**config.mk**
```make
export PLATFORM = sky130hd
export DESIGN_NAME = ssp_frame_master
export DESIGN_NICKNAME = d
export VERILOG_FILES = /design/src/rtl/ssp_frame_master.sv
export SDC_FILE = /design/constraint.sdc
export NUM_CORES = 1
export LEC_CHECK = 0
export ABC_CLOCK_PERIOD_IN_PS = 3200
export CAP_MARGIN = 20
export CELL_PAD_IN_SITES_DETAIL_PLACEMENT = 1
export CELL_PAD_IN_SITES_GLOBAL_PLACEMENT = 2
export CORE_ASPECT_RATIO = 0.75
export CORE_MARGIN = 5
export CORE_UTILIZATION = 36
export CTS_BUF_LIST = sky130_fd_sc_hd__clkbuf_4
export DETAILED_ROUTE_END_ITERATION = 8
export MAX_ROUTING_LAYER = met4
export PLACE_DENSITY_LB_ADDON = 0.1
export SLEW_MARGIN = 25
export SYNTH_ARGS = -nofsm -noshare
export SYNTH_HDL_FRONTEND = slang
export SYNTH_SLANG_ARGS = --single-unit
```
**constraint.sdc**
```tcl
create_clock -name Clk -period 3.2 [get_ports Clk]
set_input_delay 0.48 -clock Clk [delete_from_list [all_inputs] [get_ports Clk]]
set_output_delay 0.48 -clock Clk [all_outputs]
set_load 0.005 [all_outputs]
```
**src/rtl/ssp_frame_master.sv**
```systemverilog
// ssp_frame_master: serializes one register request into a 16-bit SPI mode-0 frame and captures read data.
// Latency: accept at edge 0, SSEL high cycles 1..33*CLK_DIV, Done/Rsp_Valid pulse in cycle 33*CLK_DIV+1.
// Backpressure: Req_Ready is low while a frame is in flight; requests seen then are ignored, never queued.
module ssp_frame_master #(
   parameter int CLK_DIV = 2
) (
   input  logic        Clk,
   input  logic        Rst,
   input  logic [2:0]  Req_RA,
   input  logic        Req_WnR,
   input  logic [11:0] Req_DI,
   input  logic        Req_Valid,
   output logic        Req_Ready,
   output logic [11:0] Rsp_DO,
   output logic        Rsp_Valid,
   output logic        Done,
   output logic        SSP_SSEL,
   output logic        SSP_SCK,
   output logic        SSP_MOSI,
   input  logic        SSP_MISO
);

   typedef enum logic [1:0] {ST_IDLE, ST_LEAD, ST_SHIFT, ST_DONE} state_t;

   // Terminal value of the half-period counter.
   localparam logic [7:0] HMAX = 8'(CLK_DIV - 1);

   state_t      state;
   logic [7:0]  hcnt;     // clocks elapsed in the current half period
   logic [3:0]  bcnt;     // bits remaining, 15 down to 0
   logic [14:0] tx;       // frame bits still to send after the one on MOSI
   logic [11:0] rx;       // last 12 MISO samples; older bits fall off the top
   logic        wnr;      // captured write flag, decides Rsp_Valid

   // Frame sequencer: all outputs are registered and change only here.
   always_ff @(posedge Clk) begin
      if (Rst) begin
         state     <= ST_IDLE;
         hcnt      <= 8'd0;
         bcnt      <= 4'd0;
         tx        <= 15'd0;
         rx        <= 12'd0;
         wnr       <= 1'b0;
         Req_Ready <= 1'b1;
         Rsp_DO    <= 12'd0;
         Rsp_Valid <= 1'b0;
         Done      <= 1'b0;
         SSP_SSEL  <= 1'b0;
         SSP_SCK   <= 1'b0;
         SSP_MOSI  <= 1'b0;
      end else begin
         Done      <= 1'b0;
         Rsp_Valid <= 1'b0;
         case (state)
            // DONE behaves like IDLE for accepting, so frames can run back-to-back.
            ST_IDLE, ST_DONE: begin
               SSP_SSEL  <= 1'b0;
               SSP_SCK   <= 1'b0;
               SSP_MOSI  <= 1'b0;
               Req_Ready <= 1'b1;
               state     <= ST_IDLE;
               if (Req_Valid) begin
                  // MSB goes straight onto MOSI; the rest waits in tx.
                  tx        <= {Req_RA[1:0], Req_WnR, Req_DI};
                  wnr       <= Req_WnR;
                  SSP_MOSI  <= Req_RA[2];
                  SSP_SSEL  <= 1'b1;
                  Req_Ready <= 1'b0;
                  hcnt      <= 8'd0;
                  state     <= ST_LEAD;
               end
            end
            ST_LEAD: begin
               if (hcnt == HMAX) begin
                  hcnt    <= 8'd0;
                  bcnt    <= 4'd15;
                  SSP_SCK <= 1'b1;
                  state   <= ST_SHIFT;
               end else begin
                  hcnt <= hcnt + 8'd1;
               end
            end
            ST_SHIFT: begin
               if (hcnt != HMAX) begin
                  hcnt <= hcnt + 8'd1;
               end else if (SSP_SCK) begin
                  // End of high phase: sample MISO, present next bit (zeros after the last).
                  hcnt     <= 8'd0;
                  SSP_SCK  <= 1'b0;
                  rx       <= {rx[10:0], SSP_MISO};
                  SSP_MOSI <= tx[14];
                  tx       <= {tx[13:0], 1'b0};
               end else if (bcnt == 4'd0) begin
                  // End of the final low phase: close the frame and publish read data.
                  hcnt      <= 8'd0;
                  SSP_SSEL  <= 1'b0;
                  SSP_MOSI  <= 1'b0;
                  Done      <= 1'b1;
                  Rsp_Valid <= ~wnr;
                  Rsp_DO    <= rx;
                  Req_Ready <= 1'b1;
                  state     <= ST_DONE;
               end else begin
                  hcnt    <= 8'd0;
                  bcnt    <= bcnt - 4'd1;
                  SSP_SCK <= 1'b1;
               end
            end
            default: state <= ST_IDLE;
         endcase
      end
   end

endmodule

```
# [Word level (Yosys, flattened, before mapping)]
# Index checks and enable logic that the tools add are counted.
[word_totals] register_bits=60 in_bits=20 output_inout_bits=18 wordCells=88
[op_classes] add_sub_neg=2 n_eq_ne=13 n_mux=39 bitwise_logic=5 n_reduce_logical=16
[op_table] cell="2-to-1 mux 15 bit" n=3
[op_table] cell="case mux 15 bit (2 select lines)" n=1
[op_table] cell="2-to-1 mux 8 bit" n=3
[op_table] cell="case mux 8 bit (3 select lines)" n=1
[op_table] cell="2-to-1 mux 1 bit" n=17
[op_table] cell="2-to-1 mux 4 bit" n=4
[op_table] cell="AND reduction 4 bit" n=4
[op_table] cell="inequality test 2 bit (second input constant)" n=7
[op_table] cell="adder 8 x 1 -> 8 bit (second input constant)" n=1
[op_table] cell="equality test 8 x 1 -> 1 bit (second input constant)" n=1
[op_table] cell="2-to-1 mux 2 bit" n=4
[op_table] cell="inequality test 8 x 1 -> 1 bit (second input constant)" n=1
[op_table] cell="case mux 4 bit (2 select lines)" n=1
[op_table] cell="case mux 1 bit (2 select lines)" n=3
[op_table] cell="case mux 2 bit (3 select lines)" n=1
[op_table] cell="AND reduction 3 bit" n=2
[op_table] cell="inverter 1 bit" n=5
[op_table] cell="AND reduction 5 bit" n=1
[op_table] cell="OR reduction 5 bit" n=1
[op_table] cell="equality test 2 bit (second input constant)" n=2
[op_table] cell="logical NOT 4 bit" n=1
[op_table] cell="AND reduction 2 bit" n=2
[op_table] cell="nonzero test 2 bit" n=2
[op_table] cell="OR reduction 4 bit" n=1
[op_table] cell="other kinds (6)" n=6

# [Logic depth before layout (Yosys ltp)]
[depth] word_depth=5 depth_mapped=9 depth_no_buf=6

# [Worst setup path after synthesis]
# Ideal clock, no wire load.
[synth_path] path_type="flip-flop to flip-flop" start="reg hcnt[0]" end="reg tx[10]" setup_ns=0.134 arrival_ns=1.692 required_time_ns=3.066 slack_ns=1.375 stages_incl_launch_ff=8 path_buffers=2 synth_period_minus_slack_ns=1.825 cell_sequence="dfxtp_1 -> ha_1 -> nor4b_1 -> buf_2 -> nand4_1 -> clkbuf_1 -> nor3_1 -> nor4_1"
[synth_via] elab_chain_cells=3
[synth_rtl] element="start: declaration" line_no="29" rtl="logic [7:0] hcnt;"
[synth_rtl] element="start signal: assignment" line_no="80" rtl="hcnt <= hcnt + 8'd1;"
[synth_rtl] element="start signal: assignment" line_no="85" rtl="hcnt <= hcnt + 8'd1;"
[synth_rtl] element="inequality test 8 x 1 -> 1 bit" line_no="84" rtl="if (hcnt != HMAX) begin"
[synth_rtl] element="inequality test 2 bit (no line)"
[synth_rtl] element="AND reduction 4 bit (no line)"
[synth_rtl] element="end signal: assignment" line_no="64" rtl="tx <= {Req_RA[1:0], Req_WnR, Req_DI};"
[synth_rtl] element="end signal: assignment" line_no="92" rtl="tx <= {tx[13:0], 1'b0};"
[synth_rtl] element="end: declaration" line_no="31" rtl="logic [14:0] tx;"
# Every way passes these cells.
# A chain may end at the register's enable or synchronous reset.

# [Worst setup path in the final report]
[layout_path] start="reg state[0]" end="reg bcnt[3]"
[layout_via] elab_chain_cells=3
[layout_rtl] element="start: declaration" line_no="28" rtl="state_t state;"
[layout_rtl] element="start signal: assignment" line_no="38" rtl="state <= ST_IDLE;"
[layout_rtl] element="start signal: assignment" line_no="61" rtl="state <= ST_IDLE;"
[layout_rtl] element="start signal: assignment" line_no="70" rtl="state <= ST_LEAD;"
[layout_rtl] element="equality test 2 bit / equality test 2 x 1 -> 1 bit (equally long branches)" line_no="54" rtl="case (state)"
[layout_rtl] element="inequality test 2 bit (no line) / nonzero test 2 bit (equally long branches)"
[layout_rtl] element="AND reduction 5 bit (no line)"
[layout_rtl] element="end signal: assignment" line_no="105" rtl="bcnt <= bcnt - 4'd1;"
[layout_rtl] element="end: declaration" line_no="30" rtl="logic [3:0] bcnt;"
# Parallel ways exist; a longest one is shown, timed or not.

==> run summary <==
During placement, the flow inserted port buffers numbering 37. Setup violations remaining at the end of the flow were counted as 0. Global routing used 20.8% of the available met1 tracks.

Yosys printed 0 warnings. For this run the aggregate overflow at the end of global routing stands at 0. The worst path needs 2.28 ns of the cycle, external delays included. The logic depth of the worst path, buffers included works out to 6.

The synthesized area per cell was 8.34 um2. The hold-fix buffer count after cts came out at 0. The number of enable flip-flop cells after synthesis came out at 0.

The number of placed I/O pins is 38. The critical path goes through inv_1, ha_1, or3b_2, nor4_1, nor2b_1, o32ai_1. Buffering stage count on the worst path with inverters included: 1. By area the synthesized netlist is led by sky130_fd_sc_hd__dfxtp_1, sky130_fd_sc_hd__mux2i_1, sky130_fd_sc_hd__nor2_1. Counting cells, the worst reg-to-reg path comes to 6.

The largest single stage delay on the critical path is 0.52 ns. The floorplan step set the die width to 112 um. Of the cells placed in the final design, the portion with a size suffix greater than 1 is 8.65%.

The met3 track demand over resource was 4.54%; the final hold violation count was 0. Setup repair after global routing left no endpoint under its margin. The global-route usage over all layers is 16.5%, and the multi-input gate area in the final layout is 0.00145 mm2. The worst setup path is captured at a flip-flop. For the number of routed nets with antenna violations, the log shows 0. The biggest area contributor in the post-synthesis netlist is sky130_fd_sc_hd__dfxtp_1.

The die is 86.2 um tall. The commonest cells after synthesis are sky130_fd_sc_hd__dfxtp_1, sky130_fd_sc_hd__nor2_1, sky130_fd_sc_hd__nor3_1. Endpoint of the worst-slack reg-to-reg timing path: bcnt[3]. The met2 usage in global routing was 26.7%.

The most critical setup path has its endpoint at bcnt[3]. In this run the most used layer during global routing was met2. The initial standard-cell utilization of the core came out at 37.5%. The run finished with clean final reports.

The logs give 33 for the maximum number of pins on one net before global-route repair and 1.40 nW for the static leakage power. The proportion of synthesized flip-flops having asynchronous set or reset was 0%. Counting distinct cell types in the post-synthesis netlist gives 39. The tools report the H-tree depth reported by CTS as 3. The largest individual stage delay along the critical path comes from the cell sky130_fd_sc_hd__nor4_1.

The startpoint of the most critical setup path was state[0]. The tools report the sequential share of the synthesized area as 43.1%. The net count of the finished layout is 390. Summing every instance area after synthesis gives 0.00279 mm2. At the worst endpoint, the required time is 3.50 ns. After the first detailed-routing iteration, the DRC count stood at 83. Across the VDD grid, the largest voltage drop is 0.280 mV.

The routed wirelength normalized by instance count works out to 15.8 um. The tool flagged a number of max-cap violations equal to 0. The via count of the first global-routing pass is 2637. The critical path launch point type is a flip-flop. The setup check on the worst reg-to-reg path leaves a slack of 0.92 ns. The area growth from synthesis to layout is 21.1%.

Max-slew violation total from the final report: 0. The maximum number of buffers from clock root to sink came out at 2. The clock transition at the register clock pins on the worst setup and hold paths after CTS was 0.12 ns; the total via count after detailed routing was 2514. OpenSTA, run right after detailed placement, puts the worst setup slack at 0.937 ns. The worst setup path is of the reg2reg kind. The average via count per standard cell is 5.34. The number of antenna violations at the first check in global routing is 0. In this run the tightest slew margin relative to its limit is 54.8%. For the pin with the worst max-slew slack, the measured transition is 0.671 ns.

Along the worst path, the maximum fanout reaches 13. The depth of the worst hold-timing path works out to 1. The type of the most critical hold path was reg2reg. The root buffer cell chosen for the clock tree is sky130_fd_sc_hd__clkbuf_4. Based on the critical path, the design can be clocked at up to 0.438 GHz. The logs give 0.00120 mm2 for the storage element area and 4 for the iteration count of the initial detailed-routing pass. Area of the core: 0.00743 mm2. The tree built by TritonCTS fans out to 60 sinks. The tools report the start point of the worst min-delay path as wnr. The wire length of the first global-routing pass came out at 12800 um. Detailed placement ended at an HPWL of 5000 um. At the worst endpoint, the arrival time is 2.58 ns. For the number of filler cells placed in the layout, the log shows 900. The tools report the number of resized instances in the post-cts repair step as 0. Clock buffer count from CTS: 9. The routed wire length is 7450 um. The die footprint was 0.00962 mm2. The number of synthesized register bits is 60, and the final total negative setup slack is 0 ns.

TritonCTS built the clock tree. The net count of the mapped netlist is 359, and the clock insertion delay at the later pin of the skew report is 0.41 ns. Final weighted congestion of routability-driven global placement: 0.781.

The most common cell in the synthesized netlist is sky130_fd_sc_hd__dfxtp_1. The number of antenna cells inserted is 0, and the share of Yosys cell area claimed by the top area cell type is 43.1%. In this run the power density over the cells is 742 mW/mm2. The startpoint identified for the worst register-to-register timing path is state[0].

The run gives 27 as the row count. In the synthesized netlist the dominant register cell turns out to be sky130_fd_sc_hd__dfxtp_1. The number of buffers inserted by post-CTS setup repair is 0, and the synthesized instance count is 334. Cell type group with the largest total delay on the critical path: simple AND/OR/NAND/NOR gates. Of the available clock period, the critical path in the final layout requires 71.4%. Once routing completed, OpenROAD measured the worst setup slack at 0.915 ns. The post-detailed-route DRC marker count is 0, and the worst setup skew after layout is 0.0121 ns.
[sequential cells by signal, summed over array words and instances (netlist names)]
name / cells
tx: 15
SSP_SCK: 1
SSP_SSEL: 1
bcnt: 4
Rsp_Valid: 1
SSP_MOSI: 1
rx: 12
hcnt: 8
Done: 1
wnr: 1
state: 2
Rsp_DO: 12
Req_Ready: 1
[metal layers]
| metal | routed length [um] | vias to the layer above |
|---|---|---|
| met2 | 3360 | 43 |
| met3 | 323 | 8 |
| li1 | - | 1260 |
| met1 | 3700 | 1203 |
| met4 | 70 | 0 |
| met5 | 0 | - |
[layout by cell type (no fill, tap or decap), types with 3 or more instances in the layout]
master                            Yosys  final
sky130_fd_sc_hd__a211oi_1             3      3
sky130_fd_sc_hd__a21oi_1             26     26
sky130_fd_sc_hd__a31oi_1              7      7
sky130_fd_sc_hd__and3_1               3      3
sky130_fd_sc_hd__buf_4                0      8
sky130_fd_sc_hd__clkbuf_4             0      9
sky130_fd_sc_hd__clkdlybuf4s50_1      0     36
sky130_fd_sc_hd__clkinvlp_4           0      3
sky130_fd_sc_hd__dfxtp_1             60     60
sky130_fd_sc_hd__ha_1                 5      5
sky130_fd_sc_hd__inv_1                8      8
sky130_fd_sc_hd__mux2i_1             25     25
sky130_fd_sc_hd__nand2_1             10     10
sky130_fd_sc_hd__nand3_1              7      7
sky130_fd_sc_hd__nand4_1              3      3
sky130_fd_sc_hd__nor2_1              58     58
sky130_fd_sc_hd__nor2b_1              4      4
sky130_fd_sc_hd__nor3_1              33     33
sky130_fd_sc_hd__nor3b_1              3      3
sky130_fd_sc_hd__nor4_1              15     15
sky130_fd_sc_hd__o21ai_0              6      6
sky130_fd_sc_hd__or3_1                8      8
[report_power, final]
group	internal [mW]	total (mW)	switching, mW
Clock	0.241	0.560	0.319
Combinational	0.383	0.982	0.599
Sequential	0.867	0.961	0.0939
Total	1.49	2.50	1.01
[cell type report]
type                       count  share of cell area [%]
timing repair buffer          45                    12.6
clock buffer                   9                    2.00
clock inverter                 7                    2.22
inverter                       8                   0.890
sequential                    60                    35.6
multi-input combinational    241                    43.0
tap                          101                    3.74
[worst min-delay path by stage]
stage	to	slack, ns
4_1_cts	Rsp_Valid	0.47
3_5_place_dp	Rsp_Valid	0.44
6_report	Rsp_Valid	0.46
2_1_floorplan	Rsp_Valid	0.40
5_1_grt	Rsp_Valid	0.49
3_3_place_gp	Rsp_Valid	0.44
[kinds of logic (layout without fill, tap and decap cells)]
kind of cell / after synthesis / after routing / share of synthesized area [%]
compound gates: 57 / 57 / 13.2
fa+ha+maj: 5 / 5 / 2.25
buf+inv: 33 / 69 / 4.85
flops: 60 / 60 / 43.1
mux: 25 / 25 / 8.98
simple gates: 154 / 154 / 27.7
[per-stage QoR]
stage	cells	total power [mW]	cell area, um2	util, %	hold slack [ns]
detailed placement	455	1.96	3230	43.5	0.441
global route	471	2.71	3380	45.4	0.487
floorplan	334	1.69	2790	-	0.400
finish	471	2.50	3380	45.4	0.465
global placement	455	1.94	3230	43.5	0.442
CTS	471	2.53	3380	45.4	0.473
(Power assumes the default switching activity.)
